===== config.mk =====
export PLATFORM = sky130hd
export DESIGN_NAME = uart_tx_arbiter
export DESIGN_NICKNAME = d
export VERILOG_FILES = /design/src/rtl/uart_arb_pkg.sv /design/src/rtl/uart_tx_arbiter_rr_pick.sv /design/src/rtl/uart_tx_arbiter.sv
export SDC_FILE = /design/constraint.sdc
export NUM_CORES = 1
export LEC_CHECK = 0
export BUFFER_PORTS_ARGS = -buffer_cell sky130_fd_sc_hd__buf_2
export CAP_MARGIN = 15
export CORE_MARGIN = 5
export CORE_UTILIZATION = 50
export CTS_BUF_LIST = sky130_fd_sc_hd__clkbuf_8
export DETAILED_ROUTE_END_ITERATION = 16
export PLACE_DENSITY = 0.78
export SYNTH_ARGS = -nofsm -noshare
export SYNTH_HDL_FRONTEND = slang
export SYNTH_HIERARCHICAL = 1
export SYNTH_SLANG_ARGS = --single-unit

===== constraint.sdc =====
create_clock -name clk -period 1.8 [get_ports clk]
set_input_delay 0.09 -clock clk [delete_from_list [all_inputs] [get_ports clk]]
set_output_delay 0.09 -clock clk [all_outputs]
set_load 0.05 [all_outputs]

===== src/rtl/uart_arb_pkg.sv =====
// Shared types and sizing helpers for the UART transmit arbiter.
package uart_arb_pkg;

  typedef enum logic [1:0] {IDLE, LOCK, RELEASE} arb_state_e;

  localparam int N_REQ_DEF   = 2;
  localparam int DATA_W_DEF  = 8;
  localparam int TIMEOUT_DEF = 4096;

  // Widths never collapse below one bit, even for degenerate parameters.
  function automatic int ptr_width(input int n_req);
    return (n_req > 1) ? $clog2(n_req) : 1;
  endfunction

  function automatic int cnt_width(input int timeout);
    return (timeout > 1) ? $clog2(timeout) : 1;
  endfunction

endpackage


===== src/rtl/uart_tx_arbiter_rr_pick.sv =====
// Combinational round-robin picker: first asserted request after the pointer, with wrap.
module rr_pick
  import uart_arb_pkg::*;
#(
  parameter int N_REQ = N_REQ_DEF,
  parameter int PTR_W = ptr_width(N_REQ)
) (
  input  logic [N_REQ-1:0] req_i,
  input  logic [PTR_W-1:0] ptr_i,
  output logic [N_REQ-1:0] winner_o
);

  logic found;

  // Offset i walks the ring from pointer+1; j keeps the bit index constant.
  always_comb begin
    winner_o = '0;
    found    = 1'b0;
    for (int i = 1; i <= N_REQ; i++) begin
      for (int j = 0; j < N_REQ; j++) begin
        if (!found && req_i[j] && (((int'(ptr_i) + i) % N_REQ) == j)) begin
          winner_o[j] = 1'b1;
          found       = 1'b1;
        end
      end
    end
  end

endmodule


===== src/rtl/uart_tx_arbiter.sv =====
// Round-robin, packet-locked arbiter sharing the UART TX FIFO write port among requesters.
module uart_tx_arbiter
  import uart_arb_pkg::*;
#(
  parameter int N_REQ   = N_REQ_DEF,
  parameter int DATA_W  = DATA_W_DEF,
  parameter int TIMEOUT = TIMEOUT_DEF
) (
  input  logic                    clk,
  input  logic                    reset,
  input  logic [N_REQ-1:0]        req_valid,
  input  logic [N_REQ*DATA_W-1:0] req_data,
  input  logic [N_REQ-1:0]        req_last,
  output logic [N_REQ-1:0]        req_ready,
  input  logic                    tx_full,
  output logic                    wr_uart,
  output logic [DATA_W-1:0]       w_data,
  output logic [N_REQ-1:0]        grant,
  output logic                    busy,
  output logic                    timeout_err
);

  localparam int               PTR_W   = ptr_width(N_REQ);
  localparam int               CNT_W   = cnt_width(TIMEOUT);
  localparam logic [CNT_W-1:0] CNT_MAX = CNT_W'(TIMEOUT - 1);
  localparam logic [PTR_W-1:0] PTR_RST = PTR_W'(N_REQ - 1);

  arb_state_e        state_q, state_d;
  logic [N_REQ-1:0]  grant_q, grant_d, pick;
  logic [PTR_W-1:0]  ptr_q, ptr_d, grant_idx;
  logic [CNT_W-1:0]  cnt_q, cnt_d;
  logic              wr_q, wr_d, terr_q, terr_d;
  logic [DATA_W-1:0] wdata_q, wdata_d, sel_data;
  logic              sel_last, xfer;

  rr_pick #(.N_REQ(N_REQ), .PTR_W(PTR_W)) u_pick (
    .req_i    (req_valid),
    .ptr_i    (ptr_q),
    .winner_o (pick)
  );

  always_comb begin
    sel_data  = '0;
    sel_last  = 1'b0;
    grant_idx = '0;
    for (int j = 0; j < N_REQ; j++) begin
      if (grant_q[j]) begin
        sel_data  = req_data[j*DATA_W +: DATA_W];
        sel_last  = req_last[j];
        grant_idx = PTR_W'(j);
      end
    end
  end

  assign xfer = |(req_valid & req_ready);

  always_ff @(posedge clk or posedge reset) begin
    if (reset) begin
      state_q <= IDLE;
      grant_q <= '0;
      ptr_q   <= PTR_RST;
      cnt_q   <= '0;
      wr_q    <= 1'b0;
      wdata_q <= '0;
      terr_q  <= 1'b0;
    end else begin
      state_q <= state_d;
      grant_q <= grant_d;
      ptr_q   <= ptr_d;
      cnt_q   <= cnt_d;
      wr_q    <= wr_d;
      wdata_q <= wdata_d;
      terr_q  <= terr_d;
    end
  end

  // An accepted byte outranks an expiring idle count, so a last byte never raises timeout_err.
  always_comb begin
    state_d = state_q;
    grant_d = grant_q;
    ptr_d   = ptr_q;
    cnt_d   = cnt_q;
    wr_d    = 1'b0;
    wdata_d = wdata_q;
    terr_d  = 1'b0;
    case (state_q)
      IDLE: begin
        cnt_d = '0;
        if (|req_valid) begin
          grant_d = pick;
          state_d = LOCK;
        end
      end
      LOCK: begin
        if (xfer) begin
          wr_d    = 1'b1;
          wdata_d = sel_data;
          cnt_d   = '0;
          if (sel_last) state_d = RELEASE;
        end else if (!tx_full) begin
          if (cnt_q == CNT_MAX) begin
            state_d = RELEASE;
            terr_d  = 1'b1;
          end else begin
            cnt_d = cnt_q + CNT_W'(1);
          end
        end
      end
      RELEASE: begin
        grant_d = '0;
        ptr_d   = grant_idx;
        cnt_d   = '0;
        state_d = IDLE;
      end
      default: state_d = IDLE;
    endcase
  end

  // Holding off during the write strobe keeps tx_full current for the next accept.
  always_comb begin
    req_ready = '0;
    if (state_q == LOCK && !tx_full && !wr_q) req_ready = grant_q;
    busy = (state_q != IDLE);
  end

  assign wr_uart     = wr_q;
  assign w_data      = wdata_q;
  assign grant       = grant_q;
  assign timeout_err = terr_q;

endmodule


Word-level counts from Yosys, hierarchy flattened
Cells that the tools add are included.
- register bits: 27
- latch bits: 0
- bits in writable memories: 0
- bits in read-only memories: 0
- bits of input ports: 23
- output and inout bits: 15
- memories: 0
- add/sub/neg operators: 3
- multiply operators: 0
- div/mod/pow operators: 0
- $lt $le $gt $ge: 0
- eq/ne operators: 10
- shifts and indexed selects: 0
- multiplexer cells: 30
- bitwise gates (word level): 3
- reductions and logical operators: 27
- operators by type and width (cell ; count):
    $logic_not A32 Y1 ; 2
    $mux W12 ; 3
    $pmux W12 S2 ; 1
    $mux W8 ; 2
    $mux W1 ; 15
    $mux W2 ; 7
    $add A12 B1 Y12 const B ; 1
    $eq A12 B12 Y1 const B ; 1
    $ne A3 B3 Y1 const B ; 4
    $logic_and A1 B1 Y1 ; 9
    $pmux W2 S2 ; 2
    $eq A2 B2 Y1 const B ; 3
    $reduce_bool A2 Y1 ; 3
    $reduce_or A2 Y1 ; 3
    $logic_not A1 Y1 ; 5
    $reduce_and A2 Y1 ; 2
    $reduce_and A4 Y1 ; 1
    $reduce_and A3 Y1 ; 1
    $add A1 B1 Y1 const B ; 2
    $and A1 B1 Y1 const A ; 2
    $and A2 B2 Y2 ; 1
    $eq A2 B1 Y1 const B ; 1
    $logic_not A2 Y1 ; 1
    $ne A2 B2 Y1 const B ; 1

Logic depth before layout (Yosys ltp)
- word-level depth: 19
- depth in mapped cells: 7
- mapped depth without buffers: 5

By module
Netlist, hierarchy kept.
- by module, submodules not included (module ; instances ; cells each ; area an instance (um2)):
    uart_tx_arbiter ; 1 ; 162 ; 1552.7
    rr_pick ; 1 ; 3 ; 18.8

Worst setup path before layout
No wires, ideal clock.
- path kind: reg-to-reg
- start point: register grant_q[0], in the netlist grant[0]
- end point: register cnt_q[3]
- library setup time: 0.082 ns
- arrival time: 1.695 ns
- required time: 1.718 ns
- setup slack: 0.023 ns
- stages on the path, launching flop included: 5
- period minus slack after synthesis: 1.777 ns
- cells stage by stage: dfrtp_1 > a22o_1 > a21oi_2 > or4b_1 > a31oi_1
- cells in the longest elaborated chain, start to end: 5
- RTL lines (item ; RTL line ; source):
    start, declared ; uart_tx_arbiter.sv:29 ; logic [N_REQ-1:0] grant_q, grant_d, pick;
    start signal, assigned ; uart_tx_arbiter.sv:68 ; grant_q <= grant_d;
    $mux W2 (*) ; uart_tx_arbiter.sv:122 ; if (state_q == LOCK && !tx_full && !wr_q) req_ready = grant_q;
    $and A2 B2 Y2 (*) ; uart_tx_arbiter.sv:55 ; assign xfer = |(req_valid & req_ready);
    $reduce_or A2 Y1 (*) ; uart_tx_arbiter.sv:55 ;
    $ne A3 B3 Y1 (no source line) / $mux W12 (equally long branches) ; -- ;
    $reduce_and A3 Y1 (no source line) / $pmux W12 S2 (equally long branches) ; -- ;
    end signal, assigned ; uart_tx_arbiter.sv:70 ; cnt_q <= cnt_d;
    end, declared ; uart_tx_arbiter.sv:31 ; logic [CNT_W-1:0] cnt_q, cnt_d;
Mark *: on every way between the ends. The rest lies on a longest branch, timed or not.
A chain may end at the register's enable or synchronous reset.

Final worst setup path
- start point: register cnt_q[0]
- end point: register state_q[0]
- cells in the longest elaborated chain, start to end: 3
- RTL lines (item ; RTL line ; source):
    $eq A12 B12 Y1 ; uart_tx_arbiter.sv:101 ; if (cnt_q == CNT_MAX) begin
    $ne A3 B3 Y1 (no source line) ; -- ;
    $reduce_and A4 Y1 (no source line) ; -- ;
    end signal, assigned ; uart_tx_arbiter.sv:67 ; state_q <= state_d;
    end, declared ; uart_tx_arbiter.sv:28 ; arb_state_e state_q, state_d;
Every way passes these cells.

==> results.txt <==
CP Cell Sequence -> ha_2, nand3_4, or4_4, mux2i_2, a311oi_1
GRT Total Usage -> 19.6%
Final net count -> 234
DRC Markers -> 0
Detailed-placement wirelength estimate -> 2.92 mm
Reg clk slew, reported paths -> 0.10 ns
Initial antenna violation count -> 0
Routed len/inst -> 16.0 um
Crit path max-delay family -> simple AND/OR/NAND/NOR gates
Synth Flop Type -> dfrtp_1
Logic pwr share -> 55.9%
1st-pass router iterations -> 4
Max IR drop VDD -> 0.00102 V
Met1 usage -> 26.2%
Core Util, Final -> 64.3%
Final period util -> 96.8%
Skew final -> 0.00372 ns
Iter 0 DRT Violations -> 180
H-tree depth -> 1
GPL Wtd Cong -> 0.863
Slew @ Worst Pin -> 0.413 ns
WHS Path Cells -> 3
Clock latency on the worst-skew pair -> 0.28 ns
Max stage delay on crit path -> 0.54 ns
Grt total ovfl -> 0
Area leader, netlist -> dfrtp_1
CP Capture Point -> state_q[0]
Stages on worst setup path -> 5
Antenna diodes -> 0
Post-Syn Area -> 1570 um2
Max clock buf depth -> 2
Layout cell share with drive strength beyond 1 -> 33.0%
Pre-CTS setup slack -> -0.000305 ns
Sw frac -> 51.2%
Register area share after synthesis -> 43.1%
Met3 Use GR -> 3.23%
Mean Syn Cell Area -> 9.52 um2
Peak Freq -> 574 MHz
Largest net degree at the start of global routing -> 28
Grt met2 use -> 32.5%
Crit. End Element -> flip-flop
Post-Synthesis Cells -> 165
First-pass GRT wire length -> 6.68 mm
CTS root buf -> clkbuf_8
Buf/Inv on CP -> 0
Placeable Area -> 3030 um2
Cell with the most instances after synthesis -> dfrtp_1
CP required -> 1.96 ns
Share of the synthesized area in the top cell type -> 41.4%
Routed WL -> 4.05 mm
Mapped Nets -> 189
Rows -> 20
Synth top cells by count -> 26 x dfrtp_1, 20 x nor2_1, 16 x nand2_1, 9 x inv_1, 8 x a221oi_1
Origin of the critical flop-to-flop path -> cnt_q[0]
R2R Path End -> state_q[0]
Number of routed nets with antenna violations -> 0
Die height -> 66.1 um
Worst Slack Setup Final -> 0.0581 ns
Pwr Density -> 1690 nW/um2
Clock share of power -> 10.9%
Total of max-cap violations -> 0
Clk sinks -> 27
RSZ-0062 raised after global routing -> yes
Final Setup Violations -> 0
Number of global-route vias before repair -> 1456
Reg-to-reg slack, setup -> 0.06 ns
WS Path Type -> reg2reg
Post-synth cell types -> 55
Reg power frac -> 33.2%
Worst Setup SP -> cnt_q[0]
Input/output buffers -> 37
Non-filler cells, final -> 253
Internal power -> 1.61 mW
Synth top area cells -> dfrtp_1 41%, nor2_1 4.8%, a221oi_1 4.5%
Endpoints failing hold -> 0
Sw power -> 1.69 mW
Async SR Flop Fraction -> 100%
Status -> completed
CP arrival -> 1.90 ns
Yosys warnings -> 6
HP Start -> req_data[6]
TritonCTS buffer count -> 3
Worst reg2reg path depth -> 5
Dpl cells -> 247
Max Slew Vio Count -> 0
Final Critical Period -> 1.74 ns
EDFF count, synth -> 0
Area growth syn-to-layout -> 23.8%
Leak -> 0.880 nW
Vias -> 1495
Initial Util -> 51.9%
Via density -> 5.91
GR peak layer -> met2
Slowest cell on the critical path -> or4_4
CTS tree -> done
Worst slew margin -> 72.4%
Die Area -> 4360 um2
Worst hold path class -> in2reg
FF+latch count, synth -> 27
DIE WIDTH -> 66.1 um
Worst-path fanout max -> 8
Startpoint types -> flip-flop
# IOs -> 38
layout make-up:
| class | instances | area [um2] |
|---|---|---|
| flip-flops and latches | 27 | 677 |
| clock buffers | 3 | 41.3 |
| well taps | 44 | 55.1 |
| multi-input cells | 118 | 837 |
| inverters | 10 | 42.5 |
| fillers | 245 | 1080 |
| clock inverters | 1 | 7.51 |
| repair buffers | 50 | 285 |
worst min-delay path by stage:
stage / end / slack, ns
after global routing: w_data[7] / 0.08
after floorplan: cnt_q[0] / 0.14
final: w_data[6] / 0.06
after CTS: w_data[7] / 0.06
after detailed placement: cnt_q[0] / 0.17
after global placement: w_data[3] / 0.17
repair_timing:
action / 4_1_cts / 5_1_grt
resized for setup: 1 / 6
endpoints found under the hold margin: 26 / 0
setup endpoints to repair: 2 / 11
hold buffers: 1 / 0
buffers inserted: 0 / 1
power by group through the flow:
stage / Sequential [mW] / Combinational [mW] / Clock, mW
detailed placement: 1.09 / 1.74 / 0
CTS: 1.08 / 1.77 / 0.365
floorplan: 1.43 / 0.968 / 0
finish: 1.09 / 1.84 / 0.360
global placement: 1.07 / 1.69 / 0
global route: 1.13 / 2.00 / 0.388
logic make-up after synthesis:
| family | share of synthesized area [%] |
|---|---|
| compound gates | 24.5 |
| fa+ha+maj | 0.796 |
| buf+inv | 6.05 |
| flops | 43.1 |
| mux | 1.91 |
| simple gates | 23.6 |
cells in the final DEF, fill, tap and decap left out, types with 2 or more instances in the layout:
cell	count
a21boi_0	2
buf_4	12
nor2_1	20
dfrtp_1	26
a22o_1	3
a21oi_1	3
o22ai_1	2
clkbuf_8	3
mux2i_1	2
inv_1	9
buf_2	37
nor3_1	3
a2111oi_2	2
nand4_1	4
a21boi_1	2
o31ai_1	3
nand3_1	4
and2_1	3
a221oi_1	8
a211o_1	3
a31oi_1	5
or4b_1	2
nand2_1	16
o211ai_1	2
layer usage:
layer | routed length, um | up-vias
met5 | 0 | -
met4 | 40 | 0
met1 | 1740 | 703
li1 | - | 715
met3 | 257 | 7
met2 | 2000 | 70
metrics by stage:
stage / setup TNS, ns / total power [mW] / cell area, um2 / hold WS (ns)
CTS: 0 / 3.21 / 1910 / 0.0637
global route: -0.0454 / 3.52 / 1950 / 0.0804
detailed placement: -0.000305 / 2.83 / 1840 / 0.167
finish: 0 / 3.30 / 1950 / 0.0634
global placement: 0 / 2.76 / 1840 / 0.166
floorplan: 0 / 2.40 / 1570 / 0.142
worst min-delay path, cell delays in order:
cell and delay (ns):
buf_2 0.07, a221oi_1 0.06, nor2_1 0.08
registers in the layout (all words and copies together) (netlist names):
register	count
timeout_err	1
cnt_q	12
grant	2
wr_uart	1
ptr_q	1
state_q	2
w_data	8
Note: power is estimated with default switching activity, not from simulation.
